===== src/rtl/min_index_tracker_pkg.sv =====
// min_index_tracker_pkg: shared FSM state encoding, mode constants and init-value helper
package min_index_tracker_pkg;
  typedef enum logic [1:0] {ST_IDLE, ST_RUN, ST_DONE} state_t;
  localparam logic MODE_MIN = 1'b0;
  localparam logic MODE_MAX = 1'b1;
  // Fill bit of the tracker init value: all ones for min tracking, zero for max.
  function automatic logic init_fill(input logic mode);
    return mode == MODE_MIN;
  endfunction
endpackage


===== src/rtl/min_index_tracker_if.sv =====
// min_index_tracker_if: sample stream in, extremum/index/status out
// master drives start/mode_max/in_* and observes results; slave is the tracker.
interface min_index_tracker_if #(
  parameter int DATA_W = 32,
  parameter int IDX_W  = 8
);
  logic              start;
  logic              mode_max;
  logic              in_valid;
  logic [DATA_W-1:0] in_data;
  logic              in_last;
  logic [DATA_W-1:0] ext_out;
  logic [IDX_W-1:0]  k_out;
  logic [IDX_W:0]    count_out;
  logic              busy;
  logic              done;
  logic              overflow;
  modport master (
    output start, mode_max, in_valid, in_data, in_last,
    input  ext_out, k_out, count_out, busy, done, overflow
  );
  modport slave (
    input  start, mode_max, in_valid, in_data, in_last,
    output ext_out, k_out, count_out, busy, done, overflow
  );
endinterface


===== src/rtl/min_index_tracker_mag_cmp.sv =====
// mag_cmp: unsigned DATA_W magnitude comparator
// i_a/i_b operands; o_lt/o_gt/o_eq compare i_a against i_b.
module mag_cmp #(
  parameter int DATA_W = 32
) (
  input  logic [DATA_W-1:0] i_a,
  input  logic [DATA_W-1:0] i_b,
  output logic              o_lt,
  output logic              o_gt,
  output logic              o_eq
);
  assign o_lt = i_a < i_b;
  assign o_gt = i_a > i_b;
  assign o_eq = i_a == i_b;
endmodule


===== src/rtl/min_index_tracker.sv =====
// min_index_tracker: running min/max tracker with index, count, done pulse and overflow flag
// clk/rst: clock and async active-high reset; bus: slave side of min_index_tracker_if.
module min_index_tracker
  import min_index_tracker_pkg::*;
#(
  parameter int DATA_W = 32,
  parameter int IDX_W  = 8
) (
  input logic                 clk,
  input logic                 rst,
  min_index_tracker_if.slave  bus
);
  state_t            r_state;
  logic              r_mode;
  logic [DATA_W-1:0] r_ext;
  logic [IDX_W-1:0]  r_k;
  logic [IDX_W:0]    r_count;
  logic              r_done;
  logic              r_ovf;
  logic              w_lt, w_gt, w_eq;
  logic              w_full;
  logic              w_upd;
  mag_cmp #(.DATA_W(DATA_W)) u_cmp (
    .i_a  (bus.in_data),
    .i_b  (r_ext),
    .o_lt (w_lt),
    .o_gt (w_gt),
    .o_eq (w_eq)
  );
  // count only reaches 2^IDX_W, so its top bit alone marks a full frame
  assign w_full = r_count[IDX_W];
  // strict comparison: ties keep the earlier index
  assign w_upd  = !w_eq && (r_mode == MODE_MAX ? w_gt : w_lt);
  always_ff @(posedge clk or posedge rst) begin
    if (rst) begin
      r_state <= ST_IDLE;
      r_mode  <= MODE_MIN;
      r_ext   <= {DATA_W{init_fill(MODE_MIN)}};
      r_k     <= '0;
      r_count <= '0;
      r_done  <= 1'b0;
      r_ovf   <= 1'b0;
    end else begin
      r_done <= 1'b0;
      if (bus.start) begin
        r_state <= ST_RUN;
        r_mode  <= bus.mode_max;
        r_ext   <= {DATA_W{init_fill(bus.mode_max)}};
        r_k     <= '0;
        r_count <= '0;
        r_ovf   <= 1'b0;
      end else begin
        unique case (r_state)
          ST_RUN: begin
            if (bus.in_valid) begin
              if (w_full) begin
                r_ovf <= 1'b1;
              end else begin
                r_count <= r_count + 1'b1;
                if (w_upd) begin
                  r_ext <= bus.in_data;
                  r_k   <= r_count[IDX_W-1:0];
                end
              end
              if (bus.in_last) begin
                r_state <= ST_DONE;
                r_done  <= 1'b1;
              end
            end
          end
          ST_DONE: r_state <= ST_IDLE;
          default: r_state <= ST_IDLE;
        endcase
      end
    end
  end
  assign bus.ext_out   = r_ext;
  assign bus.k_out     = r_k;
  assign bus.count_out = r_count;
  assign bus.busy      = r_state == ST_RUN;
  assign bus.done      = r_done;
  assign bus.overflow  = r_ovf;
endmodule


===== src/flat_wrapper.sv =====
// flat-port wrapper written by rule: the top's interface ports become plain ports
module min_index_tracker_flat import min_index_tracker_pkg::*;
#(
  parameter int DATA_W = 32,
  parameter int IDX_W  = 8
)
  (clk, rst, bus_start, bus_mode_max, bus_in_valid, bus_in_data, bus_in_last, bus_ext_out, bus_k_out, bus_count_out, bus_busy, bus_done, bus_overflow);
  min_index_tracker_if #(.DATA_W(DATA_W), .IDX_W(IDX_W)) bus_i ();
  input logic clk;
  input logic rst;
  input wire logic [$bits(bus_i.start)-1:0] bus_start;
  input wire logic [$bits(bus_i.mode_max)-1:0] bus_mode_max;
  input wire logic [$bits(bus_i.in_valid)-1:0] bus_in_valid;
  input wire logic [$bits(bus_i.in_data)-1:0] bus_in_data;
  input wire logic [$bits(bus_i.in_last)-1:0] bus_in_last;
  output wire logic [$bits(bus_i.ext_out)-1:0] bus_ext_out;
  output wire logic [$bits(bus_i.k_out)-1:0] bus_k_out;
  output wire logic [$bits(bus_i.count_out)-1:0] bus_count_out;
  output wire logic [$bits(bus_i.busy)-1:0] bus_busy;
  output wire logic [$bits(bus_i.done)-1:0] bus_done;
  output wire logic [$bits(bus_i.overflow)-1:0] bus_overflow;
  assign bus_i.start = bus_start;
  assign bus_i.mode_max = bus_mode_max;
  assign bus_i.in_valid = bus_in_valid;
  assign bus_i.in_data = bus_in_data;
  assign bus_i.in_last = bus_in_last;
  assign bus_ext_out = bus_i.ext_out;
  assign bus_k_out = bus_i.k_out;
  assign bus_count_out = bus_i.count_out;
  assign bus_busy = bus_i.busy;
  assign bus_done = bus_i.done;
  assign bus_overflow = bus_i.overflow;
  min_index_tracker #(.DATA_W(DATA_W), .IDX_W(IDX_W)) u_core (.clk(clk), .rst(rst), .bus(bus_i));
endmodule

===== config.mk =====
export PLATFORM = sky130hd
export DESIGN_NAME = min_index_tracker_flat
export DESIGN_NICKNAME = d
export VERILOG_FILES = /design/src/rtl/min_index_tracker_pkg.sv /design/src/rtl/min_index_tracker_if.sv /design/src/rtl/min_index_tracker_mag_cmp.sv /design/src/rtl/min_index_tracker.sv /design/src/flat_wrapper.sv
export SDC_FILE = /design/constraint.sdc
export NUM_CORES = 1
export LEC_CHECK = 0
export BUFFER_PORTS_ARGS = -buffer_cell sky130_fd_sc_hd__buf_2
export CAP_MARGIN = 40
export CORE_MARGIN = 2
export CORE_UTILIZATION = 50
export DETAILED_ROUTE_END_ITERATION = 12
export PLACE_DENSITY_LB_ADDON = 0.05
export SLEW_MARGIN = 25
export SYNTH_ARGS = -nofsm -noshare
export SYNTH_HDL_FRONTEND = slang
export SYNTH_SLANG_ARGS = --single-unit

===== constraint.sdc =====
create_clock -name clk -period 3.1 [get_ports clk]
set_input_delay 0.465 -clock clk [delete_from_list [all_inputs] [get_ports clk]]
set_output_delay 0.465 -clock clk [all_outputs]
set_load 0.05 [all_outputs]

Yosys cells after proc, flatten, opt, wreduce, memory -nomap -nowiden
Cells that the tools add are included.

Flip-flop bits (word level): 54. Output and inout port bits: 52. Logic and storage cells: 55.

$add $sub $neg: 1. $lt $le $gt $ge: 2. Equality and inequality tests: 5. Mux-type cells: 27. Bitwise logic cells: 1. Reductions and logical operators: 11.

Operators with widths (count): $mux 32 (5); $mux 8 (5); $mux 9 (4); $eq 32x32->1 (1); $gt 32x32->1 (1); $lt 32x32->1 (1); $add 9x1->9 const B (1); $mux 1 (9); $mux 2 (4); $reduce_bool 2->1 (4); $ne 3x3->1 const B (2); $reduce_and 3->1 (2); $reduce_and 2->1 (2); $reduce_and 4->1 (1); $eq 2x1->1 const B (1); $ne 2x2->1 const B (1); $logic_and 1x1->1 (1); $logic_not 1->1 (1); $not 1->1 (1).

Logic depth before layout (Yosys ltp)
Gate-level depths: netlist (run 1).

Depth in word-level cells: 8. Depth in mapped cells: 11.

By module
From an unflattened synthesis (run 1), not the netlist that was laid out.

Cell total of the unflattened synthesis: 373. Area, all modules: 3577.2 µm².

By module, submodules not included: min_index_tracker (times used 1, cells each 259, area an instance 2726.4 µm², sequential area each 1391.3 µm²); mag_cmp (times used 1, cells each 114, area an instance 850.8 µm², sequential area each 0.0 µm²).

Worst setup path after synthesis (run 1)
No wires, ideal clock.

Kind: register -> register. Start: register u_core.r_ext[26], in the netlist u_core.bus.ext_out[26]. End: register u_core.r_ext[0], in the netlist u_core.bus.ext_out[0]. Arrival: 2.966 ns. Slack: 0.051 ns. Stages on the path, launching flop included: 10. Clock period less this slack: 3.049 ns. Cell sequence: dfstp_2 -> inv_1 -> ha_1 -> and4_4 -> a311o_1 -> or4_4 -> o211ai_4 -> a21oi_4 -> buf_6 -> a221o_1.

Cells in the longest elaborated chain, start to end: 5. Elaborated cells on any way between the ends: 8. Classes of those cells: 2 x order compare; 1 x eq/ne; 1 x mux; 4 x reduce/logical.

Ends and longest elaborated chain: start, declared (RTL line min_index_tracker.sv:15) `logic [DATA_W-1:0] r_ext;`; start signal, assigned (RTL line min_index_tracker.sv:38) `r_ext <= {DATA_W{init_fill(MODE_MIN)}};`; start signal, assigned (RTL line min_index_tracker.sv:48) `r_ext <= {DATA_W{init_fill(bus.mode_max)}};`; start signal, assigned (RTL line min_index_tracker.sv:61) `r_ext <= bus.in_data;`; $lt 32x32->1 (tied with other cells) (RTL line min_index_tracker_mag_cmp.sv:12) `assign o_lt = i_a < i_b;`; $mux 1 or $logic_not 1->1 (tied branches) (RTL line min_index_tracker.sv:33) `assign w_upd = !w_eq && (r_mode == MODE_MAX ? w_gt : w_lt);`; $logic_and 1x1->1 (*) (RTL line min_index_tracker.sv:33); $reduce_bool 2->1 (no source line) (*); $reduce_and 4->1 (no source line) (*).

Mark *: on every way between the ends. The rest lies on a longest branch, timed or not. A chain may end at the register's enable or synchronous reset.

Worst setup path in the final report (run 1)
Start: register u_core.r_ext[30], in the netlist u_core.bus.ext_out[30]. End: register u_core.r_ext[10], in the netlist u_core.bus.ext_out[10].

Same word-level chain as after synthesis.

==> metrics, run 1 <==
status finished, final reports clean; RSZ-0062 raised after global routing no; Worst EP arrival 3.26 ns; Pint 0.00121 W; Cell Rows 28; per-cell routed wire length 15.5 um; CTS tree built; max_cap viols 0; first-pass GRT wire length 11900 um; Seq pwr share 43.5%; synthesis-to-layout area growth 20.7%; routed vias 2632; max-slew violation count 0; sequential area share after synthesis 44.5%; Comb pwr share 35.6%; post-synthesis cell count 285; worst skew pair latency 0.31 ns; Via-to-Cell Ratio 5.78; maximum VDD drop 0.271 mV; Nets 450; syn_area_per_cell 11.0 um2; Final Power 0.00198 W; met1 Track Usage GR 27.9%; pwr/cell area 525 nW/um2; total CTS buffers 5; Clock transition at path regs 0.11 ns; Synth area leaders dfstp_2 27%, dfrtp_1 18%, ha_1 13%; crit-path leading delay family compound AO/OA/AOI/OAI gates; Buffers on Ports 89; delay of the slowest critical-path stage 0.56 ns; Chip Width 83.1 um; I/O Pins 90; most frequent cells after synthesis 33 x ha_1, 33 x inv_1, 32 x dfstp_2, 31 x a221o_1, 22 x dfrtp_1; Worst setup EP type flop; hpwl dp 5250 um; crit path kind reg2reg; CP Cell Sequence inv_1 -> ha_1 -> a21oi_1 -> a21boi_1 -> a311o_1 -> or4_4 -> o211a_4 -> nor3_4 -> buf_6 -> a221o_1; M3 GR Usage 4.97%; Worst EP required 3.35 ns; CP Launch Type flop; die outline area 6900 um2; Primary FF master, synth dfstp_2; Rel. slew slack 54.4%; synth unique cells 47; initial antenna violation count 0; final core occ 63.0%; Synth Register Bits 54; n_diodes 0; Post-synth ARST share 100%; crit path time final 3.01 ns; Synth Net Count 356; Net Switching 0.000772 W; area of the core 5990 um2; Yosys top cell by area dfstp_2; Worst Skew 0.00567 ns; Fmax 333 MHz; Pleak 1.84 nW; synth warn 0; 1st-pass router iterations 4; total wire length 7060 um; Clk network pwr share 20.8%; Final Cycle Share 97.0%; initial drt markers 101; GP Congestion 0.777; CP Buf/Inv Count 2; CP max FO 10; Worst Hold Class in2async; CTS Buffer Depth 2; sw frac 38.9%; Residual DRC 0; gr ovfl total 0; EDFF count, synth 0; Fin. Hold Viols 0; largest net degree at the start of global routing 34; GR Util All Layers 20.7%; Yosys top cell area share 26.9%; slowest CP cell or4_4; M2 GR Usage 34.6%; layout cells sized above 1 40.0%; H-tree Lvls 2; vias in the first global route 2483; final setup vio count 0; hold_buf cts 0; Detail Route Antenna Nets 0; Initial Util 52.2%; synthesized area 3130 um2; gr busiest metal met2; Worst-Margin Slew 0.683 ns; CTS Root Cell clkbuf_8; CTS Sinks 54; fillers 544; DIE HEIGHT 83.1 um
==> cell usage in the layout, fill, tap and decap left out, types with 2 or more instances in the layout <==
| cell type | netlist | routed |
|---|---|---|
| nand3_1 | 12 | 12 |
| a21oi_1 | 21 | 21 |
| or3_1 | 2 | 2 |
| xor2_1 | 4 | 4 |
| inv_1 | 33 | 32 |
| nor2b_1 | 2 | 2 |
| nor2_1 | 9 | 9 |
| buf_4 | 0 | 6 |
| dfrtp_1 | 22 | 22 |
| nand4_1 | 7 | 7 |
| nor3b_1 | 2 | 2 |
| clkbuf_8 | 0 | 5 |
| a21o_1 | 4 | 4 |
| a221o_1 | 31 | 31 |
| buf_6 | 7 | 2 |
| nand2_1 | 13 | 13 |
| dfstp_2 | 32 | 32 |
| buf_2 | 0 | 89 |
| and4_1 | 2 | 2 |
| buf_12 | 0 | 2 |
| ha_1 | 33 | 33 |
| o21ai_0 | 14 | 14 |
| a221o_2 | 2 | 2 |
| nor3_1 | 2 | 2 |
==> state kept, by name, indices dropped and copies added, names as in the netlist <==
name and count:
u_core.bus.k_out 8, u_core.r_mode 1, u_core.bus.count_out 9, u_core.bus.overflow 1, u_core.bus.done 1, u_core.bus.ext_out 32
u_core.r_state 2
==> metrics by stage <==
stage	area [um2]	hold slack [ns]	worst slack (ns)	cells	TNS (ns)
after floorplan	3130	0.545	0.0507	285	0
after global placement	3630	0.482	-0.0631	445	-1.51
after detailed placement	3650	0.490	0.0594	446	0
after CTS	3750	0.270	0.0262	454	0
after global routing	3780	0.300	0.00248	455	0
final	3780	0.248	0.0941	455	0
==> final timing paths <==
kind / start / endpoint / slack [ns] / cells past startpoint
worst max-delay path: u_core.bus.ext_out[30]$_DFFE_PP1P_ / u_core.bus.ext_out[10]$_DFFE_PP1P_ / 0.09 / 10
worst min-delay path: rst / u_core.bus.overflow$_DFFE_PP0P_ / 0.25 / 2
worst max register to register: u_core.bus.ext_out[30]$_DFFE_PP1P_ / u_core.bus.ext_out[10]$_DFFE_PP1P_ / 0.09 / 10
worst min register to register: u_core.bus.overflow$_DFFE_PP0P_ / u_core.bus.overflow$_DFFE_PP0P_ / 0.51 / 2
max in group asynchronous: rst / u_core.bus.ext_out[27]$_DFFE_PP1P_ / 2.04 / 3
min in group clk: bus_mode_max / u_core.r_mode$_DFFE_PP0P_ / 0.40 / 2
==> area by class of cell <==
class,count,area [um2],share of cell area (%)
Clock buffer,5,68.8,1.82
Clock inverter,3,25.0,0.663
Inverter,33,124,3.28
Multi-Input combinational cell,185,1490,39.5
Sequential cell,54,1390,36.8
Tap cell,75,93.8,2.49
Timing Repair Buffer,100,581,15.4
==> cells by family after synthesis <==
family                   count (synthesis)  share of synthesized area (%)
multiplexers                             1                          0.360
AND/OR/NAND/NOR                         59                           10.4
AO/OA/AOI/OAI                           87                           22.3
adder cells (fa/ha/maj)                 33                           13.2
XOR/XNOR                                 5                           1.40
flip-flops                              54                           44.5
buffers and inverters                   46                           7.80
==> timing repair <==
action                                  4_1_cts  5_1_grt
endpoints found under the hold margin         0        0
endpoints found under the setup margin        0       32
setup buffers                                 0        1
resized for setup                             0        2
==> layer usage <==
metal | wire, um | part of all wire [%]
met1 | 3150 | 45
met2 | 3410 | 48
met3 | 453 | 6.4
met4 | 51 | 0.72
met5 | 0 | 0
==> worst reg2reg max path, delay by kind of cell, from the launching register on <==
family,cells,cell delay [ns]
buffers and inverters,2,0.24
DFF,1,0.55
and+or+nand+nor,2,0.81
adders and majority gates,1,0.31
AOI/OAI and AO/OA,5,1.04
==> power by group through the flow <==
stage / Sequential, W / Combinational (W) / Clock (W)
CTS: 0.000863 / 0.000705 / 0.000429
floorplan: 0.00109 / 0.000307 / 0
finish: 0.000863 / 0.000707 / 0.000414
detailed placement: 0.000874 / 0.000703 / 0
global placement: 0.000872 / 0.000687 / 0
global route: 0.000875 / 0.000768 / 0.000461
No activity file was read; power rests on OpenSTA's default activity.
==> run 2: changes to the inputs <==
--- a/config.mk
+++ b/config.mk
@@ -5,13 +5,15 @@
 export SDC_FILE = /design/constraint.sdc
 export NUM_CORES = 1
 export LEC_CHECK = 0
+export ABC_AREA = 1
 export BUFFER_PORTS_ARGS = -buffer_cell sky130_fd_sc_hd__buf_2
 export CAP_MARGIN = 40
 export CORE_MARGIN = 2
-export CORE_UTILIZATION = 50
+export CORE_UTILIZATION = 54
 export DETAILED_ROUTE_END_ITERATION = 12
 export PLACE_DENSITY_LB_ADDON = 0.05
 export SLEW_MARGIN = 25
 export SYNTH_ARGS = -nofsm -noshare
 export SYNTH_HDL_FRONTEND = slang
 export SYNTH_SLANG_ARGS = --single-unit
+export TNS_END_PERCENT = 5
==> metrics, run 2 <==
status finished, final reports clean; worst skew pair latency 0.31 ns; die outline area 7080 um2; largest family of logic cells by synthesized area simple AND/OR/NAND/NOR gates; reg2reg end u_core.bus.ext_out[27]$_DFFE_PP1P_; synthesis-to-layout area growth 18.3%; most frequent cells after synthesis 183 x nand2_1, 48 x inv_1, 47 x nand3_1, 33 x ha_1, 32 x dfstp_2; delay of the slowest critical-path stage 0.56 ns; Synth area leaders dfstp_2 24%, nand2_1 20%, dfrtp_1 16%; Seq pwr share 40.8%; n_diodes 0; Fin. Hold Viols 0; vias in the first global route 3095; Clk network pwr share 22.8%; Pleak 2.36 nW; DIE HEIGHT 84.2 um; final hold slack 0.167 ns; reg-to-reg slack, setup 0.47 ns; Net Switching 0.000889 W; reg-to-reg startpoint u_core.bus.ext_out[15]$_DFFE_PP1P_; Residual DRC 0; Yosys top cell by area dfstp_2; CP Launch Type flop; area of the core 6280 um2; largest net degree at the start of global routing 92; Cell Rows 29; gr ovfl total 0; total wire length 8250 um; pwr/cell area 532 nW/um2; CTS Sinks 54; per-cell routed wire length 13.3 um; TNS Setup 0 ns; postcts setup bufs 0; RSZ-0062 raised after global routing no; Fmax 380 MHz; Synth Register Bits 54; count leader, synth nand2_1; fillers 577; footprint of the multi-input gates 1790 um2; max-slew violation count 0; post-synthesis cell count 460; Pint 0.00129 W; synthesized area 3470 um2; post-cts sizing count 0; commonest non-fill, non-tap cell in the layout nand2_1; H-tree Lvls 2; max_cap viols 0; Rel. slew slack 66.5%; GR Util All Layers 23.6%; hpwl dp 5960 um; crit path time final 2.63 ns; max reg flops 32; I/O Pins 90; most frequent cells in the layout 183 x nand2_1, 89 x buf_2, 47 x nand3_1; CP Cell Sequence inv_1 -> ha_1 -> nand2_1 -> nor3_4 -> nand2_1 -> nand2_1 -> nand2_1 -> nand3_1 -> nand2_4 -> nand2_4 -> buf_4 -> nand3_1 -> nand2_1; Worst setup EP type flop; sequential area share after synthesis 40.1%; Nets 613; CP max FO 22; Post-synth ARST share 100%; Yosys top cell area share 24.2%; Worst Skew 0.00861 ns; synth unique cells 30; sequential cell area 1390 um2; first-pass GRT wire length 13800 um; synth warn 0; xor/xnor share of the synthesized area 0%; Via-to-Cell Ratio 5.34; Primary FF master, synth dfstp_2; layout cells sized above 1 27.4%; maximum VDD drop 0.312 mV; Worst Hold Class in2async; slowest CP cell dfstp_2; Initial Util 55.3%; CTS Buffer Depth 2; initial antenna violation count 0; final setup vio count 0; Buffers on Ports 89; Worst EP required 3.36 ns; Post-Synth Adder-Cell Area 11.9%; Clock transition at path regs 0.11 ns; Synth Area in Compound Gates 5.30%; GP Congestion 0.824; crit path kind reg2reg; routed vias 3309; Worst EP arrival 2.89 ns; EDFF count, synth 0; Detail Route Antenna Nets 0; syn_area_per_cell 7.55 um2; total CTS buffers 5; post-synthesis mux area share 0%; R2R depth 13; Comb pwr share 36.5%; Chip Width 84.2 um; Final Cycle Share 85.0%; CTS Root Cell clkbuf_8; Synth Net Count 531; hold_buf cts 0; sw frac 40.7%; 1st-pass router iterations 7; CTS tree built; Worst-Margin Slew 0.499 ns; initial drt markers 138; most frequent cell on the critical path nand2_1; post-synthesis simple-gate area fraction 34.3%
[run 2: worst max path at each step]
stage / from / to / slack (ns) / cells after the start
after floorplan: u_core.bus.ext_out[21]$_DFFE_PP1P_ / u_core.bus.k_out[0]$_DFFE_PP0P_ / 0.85 / 13
after global placement: bus_in_data[15] / u_core.bus.ext_out[27]$_DFFE_PP1P_ / 0.49 / 14
after detailed placement: bus_in_data[15] / u_core.bus.ext_out[27]$_DFFE_PP1P_ / 0.46 / 13
after CTS: u_core.bus.ext_out[15]$_DFFE_PP1P_ / u_core.bus.ext_out[27]$_DFFE_PP1P_ / 0.43 / 13
after global routing: u_core.bus.ext_out[11]$_DFFE_PP1P_ / u_core.bus.ext_out[27]$_DFFE_PP1P_ / 0.22 / 16
final: u_core.bus.ext_out[15]$_DFFE_PP1P_ / u_core.bus.ext_out[27]$_DFFE_PP1P_ / 0.47 / 13
[run 2: area by class of cell]
cell class              instances  area share (%)
clock inverters                 3            1.16
flip-flops and latches         54            33.9
multi-input cells             337            43.5
repair buffers                 95            12.9
clock buffers                   5            1.68
inverters                      49            4.48
well taps                      77            2.35
[run 2: worst max-delay path: cells and delay by family, from the launching register on]
| family | cells | cell delay [ns] |
|---|---|---|
| buffers and inverters | 2 | 0.35 |
| adders and majority gates | 1 | 0.28 |
| DFF | 1 | 0.56 |
| and+or+nand+nor | 10 | 1.36 |
[run 2: metal layers]
| layer | global-route usage (%) | wire (um) |
|---|---|---|
| met1 | 31.5 | 3700 |
| met3 | 3.64 | 398 |
| met2 | 39.2 | 3950 |
| met4 | 8.65 | 190 |
| met5 | 0 | 0 |
[run 2: stage by stage]
| stage | area (um2) | power [W] | utilization [%] | cells | worst slack, ns |
|---|---|---|---|---|---|
| 2_1_floorplan | 3470 | 0.00151 | - | 460 | 0.850 |
| 4_1_cts | 4080 | 0.00219 | 65.0 | 619 | 0.434 |
| 3_5_place_dp | 3960 | 0.00169 | 63.1 | 611 | 0.456 |
| 3_3_place_gp | 3940 | 0.00167 | 62.7 | 610 | 0.489 |
| 6_report | 4110 | 0.00218 | 65.4 | 620 | 0.466 |
| 5_1_grt | 4110 | 0.00231 | 65.4 | 620 | 0.223 |
[run 2: logic make-up after synthesis]
logic type,after synthesis
and+or+nand+nor,272
buffers and inverters,69
DFF,54
adders and majority gates,33
AOI/OAI and AO/OA,32
[run 2: power groups by stage]
stage / registers, W / logic [W] / clock network (W)
5_1_grt: 0.000898 / 0.000884 / 0.000531
4_1_cts: 0.000889 / 0.000798 / 0.000505
3_3_place_gp: 0.000898 / 0.000772 / 0
3_5_place_dp: 0.000898 / 0.000796 / 0
6_report: 0.000890 / 0.000796 / 0.000497
2_1_floorplan: 0.00114 / 0.000370 / 0
==> run 3: changes to the inputs <==
--- a/config.mk
+++ b/config.mk
@@ -9,7 +9,7 @@
 export BUFFER_PORTS_ARGS = -buffer_cell sky130_fd_sc_hd__buf_2
 export CAP_MARGIN = 40
 export CORE_MARGIN = 2
-export CORE_UTILIZATION = 54
+export CORE_UTILIZATION = 48
 export DETAILED_ROUTE_END_ITERATION = 12
 export PLACE_DENSITY_LB_ADDON = 0.05
 export SLEW_MARGIN = 25
==> constraint.sdc (replaced) <==
create_clock -name clk -period 2.1 [get_ports clk]
set_input_delay 0.315 -clock clk [delete_from_list [all_inputs] [get_ports clk]]
set_output_delay 0.315 -clock clk [all_outputs]
set_load 0.05 [all_outputs]
==> metrics, run 3 (same netlist as run 2, synthesis figures left out) <==
GR Util All Layers 21.3%; fillers 620; DRT met1 WL 3930 um; CP Cell Sequence inv_1 -> ha_1 -> nand2_1 -> nor2_1 -> nand2_1 -> nor3_4 -> a31oi_4 -> nand2_8 -> nand2_8 -> clkbuf_16 -> nand2_1 -> nand2_1; max-slew violation count 0; Worst-Margin Slew 0.393 ns; delay of the slowest critical-path stage 0.55 ns; maximum VDD drop 0.434 mV; hold_buf cts 0; reg-to-reg slack, setup -0.17 ns; total CTS buffers 5; Final Power 0.00355 W; synthesis-to-layout area growth 35.9%; die outline area 7930 um2; routed vias 3407; pwr/cell area 752 nW/um2; slowest CP cell dfstp_2; layout cells sized above 1 39.6%; largest net degree at the start of global routing 92; most frequent cell on the critical path nand2_1; CTS Sinks 54; crit path kind reg2reg; Worst EP required 2.36 ns; I/O Pins 90; Final Cycle Share 108%; gr ovfl total 0; Fmax 441 MHz; H-tree Lvls 2; reg-to-reg startpoint u_core.bus.ext_out[23]$_DFFE_PP1P_; RSZ-0062 raised after global routing yes; DIE HEIGHT 89.0 um; 1st-pass router iterations 4; Worst setup EP type flop; Pleak 2.62 nW; CTS Root Cell clkbuf_8; Cell Rows 30; Worst Hold Class in2async; Residual DRC 0; initial drt markers 180; Worst EP arrival 2.52 ns; R2R depth 12; total wire length 8940 um; Detail Route Antenna Nets 0; sequential cell area 1390 um2; n_diodes 0; reg2reg end u_core.bus.ext_out[21]$_DFFE_PP1P_; failing checks setup timing; max_cap viols 0; most frequent cells in the layout 164 x nand2_1, 89 x buf_2, 45 x nand3_1; top layer in use met4; Placed Instance Area 4300 um2; Buffers on Ports 89; Critical Path Start u_core.bus.ext_out[23]$_DFFE_PP1P_; commonest non-fill, non-tap cell in the layout nand2_1; hpwl dp 5970 um; CP Launch Type flop; status finished, violations left; Initial Util 50.3%; max reg flops 32; final setup vio count 40; GP Congestion 0.818; first-pass GRT wire length 13300 um; CTS tree built; Chip Width 89.0 um; final worst slack -0.168 ns; footprint of the multi-input gates 2010 um2; initial antenna violation count 0; area of the core 6910 um2; CTS Buffer Depth 2; crit path time final 2.27 ns; Rel. slew slack 73.8%; CP max FO 10; met3 wire length 528 um; Worst Skew 0.00551 ns; routed wl met2 4420 um; worst skew pair latency 0.31 ns; Via-to-Cell Ratio 5.01; per-cell routed wire length 13.2 um; vias in the first global route 3021; Clock transition at path regs 0.11 ns; Fin. Hold Viols 0; Post-Layout Inst Area 4720 um2; Nets 654
[run 3: cell types whose count changed in the layout (fill, tap and decap cells not counted), moves of 9 or more]
| cell | previous run | this run |
|---|---|---|
| ha_4 | 0 | 9 |
| nand2_1 | 183 | 164 |
| ha_1 | 33 | 24 |
| nand2_2 | 0 | 19 |
| buf_4 | 4 | 38 |
[run 3: worst max path at each step]
stage | endpoint | cells after the start
after floorplan | u_core.bus.k_out[0]$_DFFE_PP0P_ | 13
after global placement | u_core.bus.ext_out[14]$_DFFE_PP1P_ | 10
after detailed placement | u_core.bus.ext_out[21]$_DFFE_PP1P_ | 14
after CTS | u_core.bus.ext_out[5]$_DFFE_PP1P_ | 14
after global routing | u_core.bus.ext_out[21]$_DFFE_PP1P_ | 12
final | u_core.bus.ext_out[21]$_DFFE_PP1P_ | 12
[run 3: per-stage QoR]
stage	setup TNS (ns)	util, %	std cells	hold WS [ns]	setup slack [ns]
finish	-4.78	68.3	680	0.0571	-0.168
global route	-10.93	68.3	680	0.0769	-0.308
CTS	-4.21	64.1	676	0.0568	-0.127
detailed placement	-2.69	62.3	668	0.410	-0.0881
global placement	-1.28	62.3	668	0.396	-0.0598
floorplan	-5.26	-	460	0.386	-0.143
[run 3: repair_timing]
| item | in CTS | in global routing |
|---|---|---|
| buffers inserted | 0 | 2 |
| resized for setup | 2 | 46 |
| cloned | 0 | 2 |
| pin swaps | 0 | 12 |
| endpoints found under the setup margin | 40 | 40 |
[run 3: metal layers]
metal | global-route usage, % | up-vias
met4 | 4.61 | 0
met3 | 3.69 | 6
met1 | 26.9 | 1580
met5 | 0 | -
li1 | - | 1724
met2 | 38.1 | 97
[run 3: layout make-up]
| class | count | area share, % |
|---|---|---|
| multi-input cells | 337 | 42.6 |
| flip-flops and latches | 54 | 29.5 |
| repair buffers | 136 | 19.0 |
| inverters | 49 | 3.90 |
| well taps | 96 | 2.55 |
| clock buffers | 5 | 1.46 |
| clock inverters | 3 | 1.01 |
[run 3: critical path, delay by kind of cell, from the launching register on]
kind	cells	cell delay, ns
flops	1	0.55
fa+ha+maj	1	0.30
compound gates	1	0.15
simple gates	8	0.98
buf+inv	2	0.23
[run 3: power by group]
group          switching, W  leakage, nW  internal [W]
logic              0.000976         1.92      0.000550
clock network      0.000379       0.0587      0.000362
registers         0.0000679        0.634       0.00121
total               0.00142         2.62       0.00213
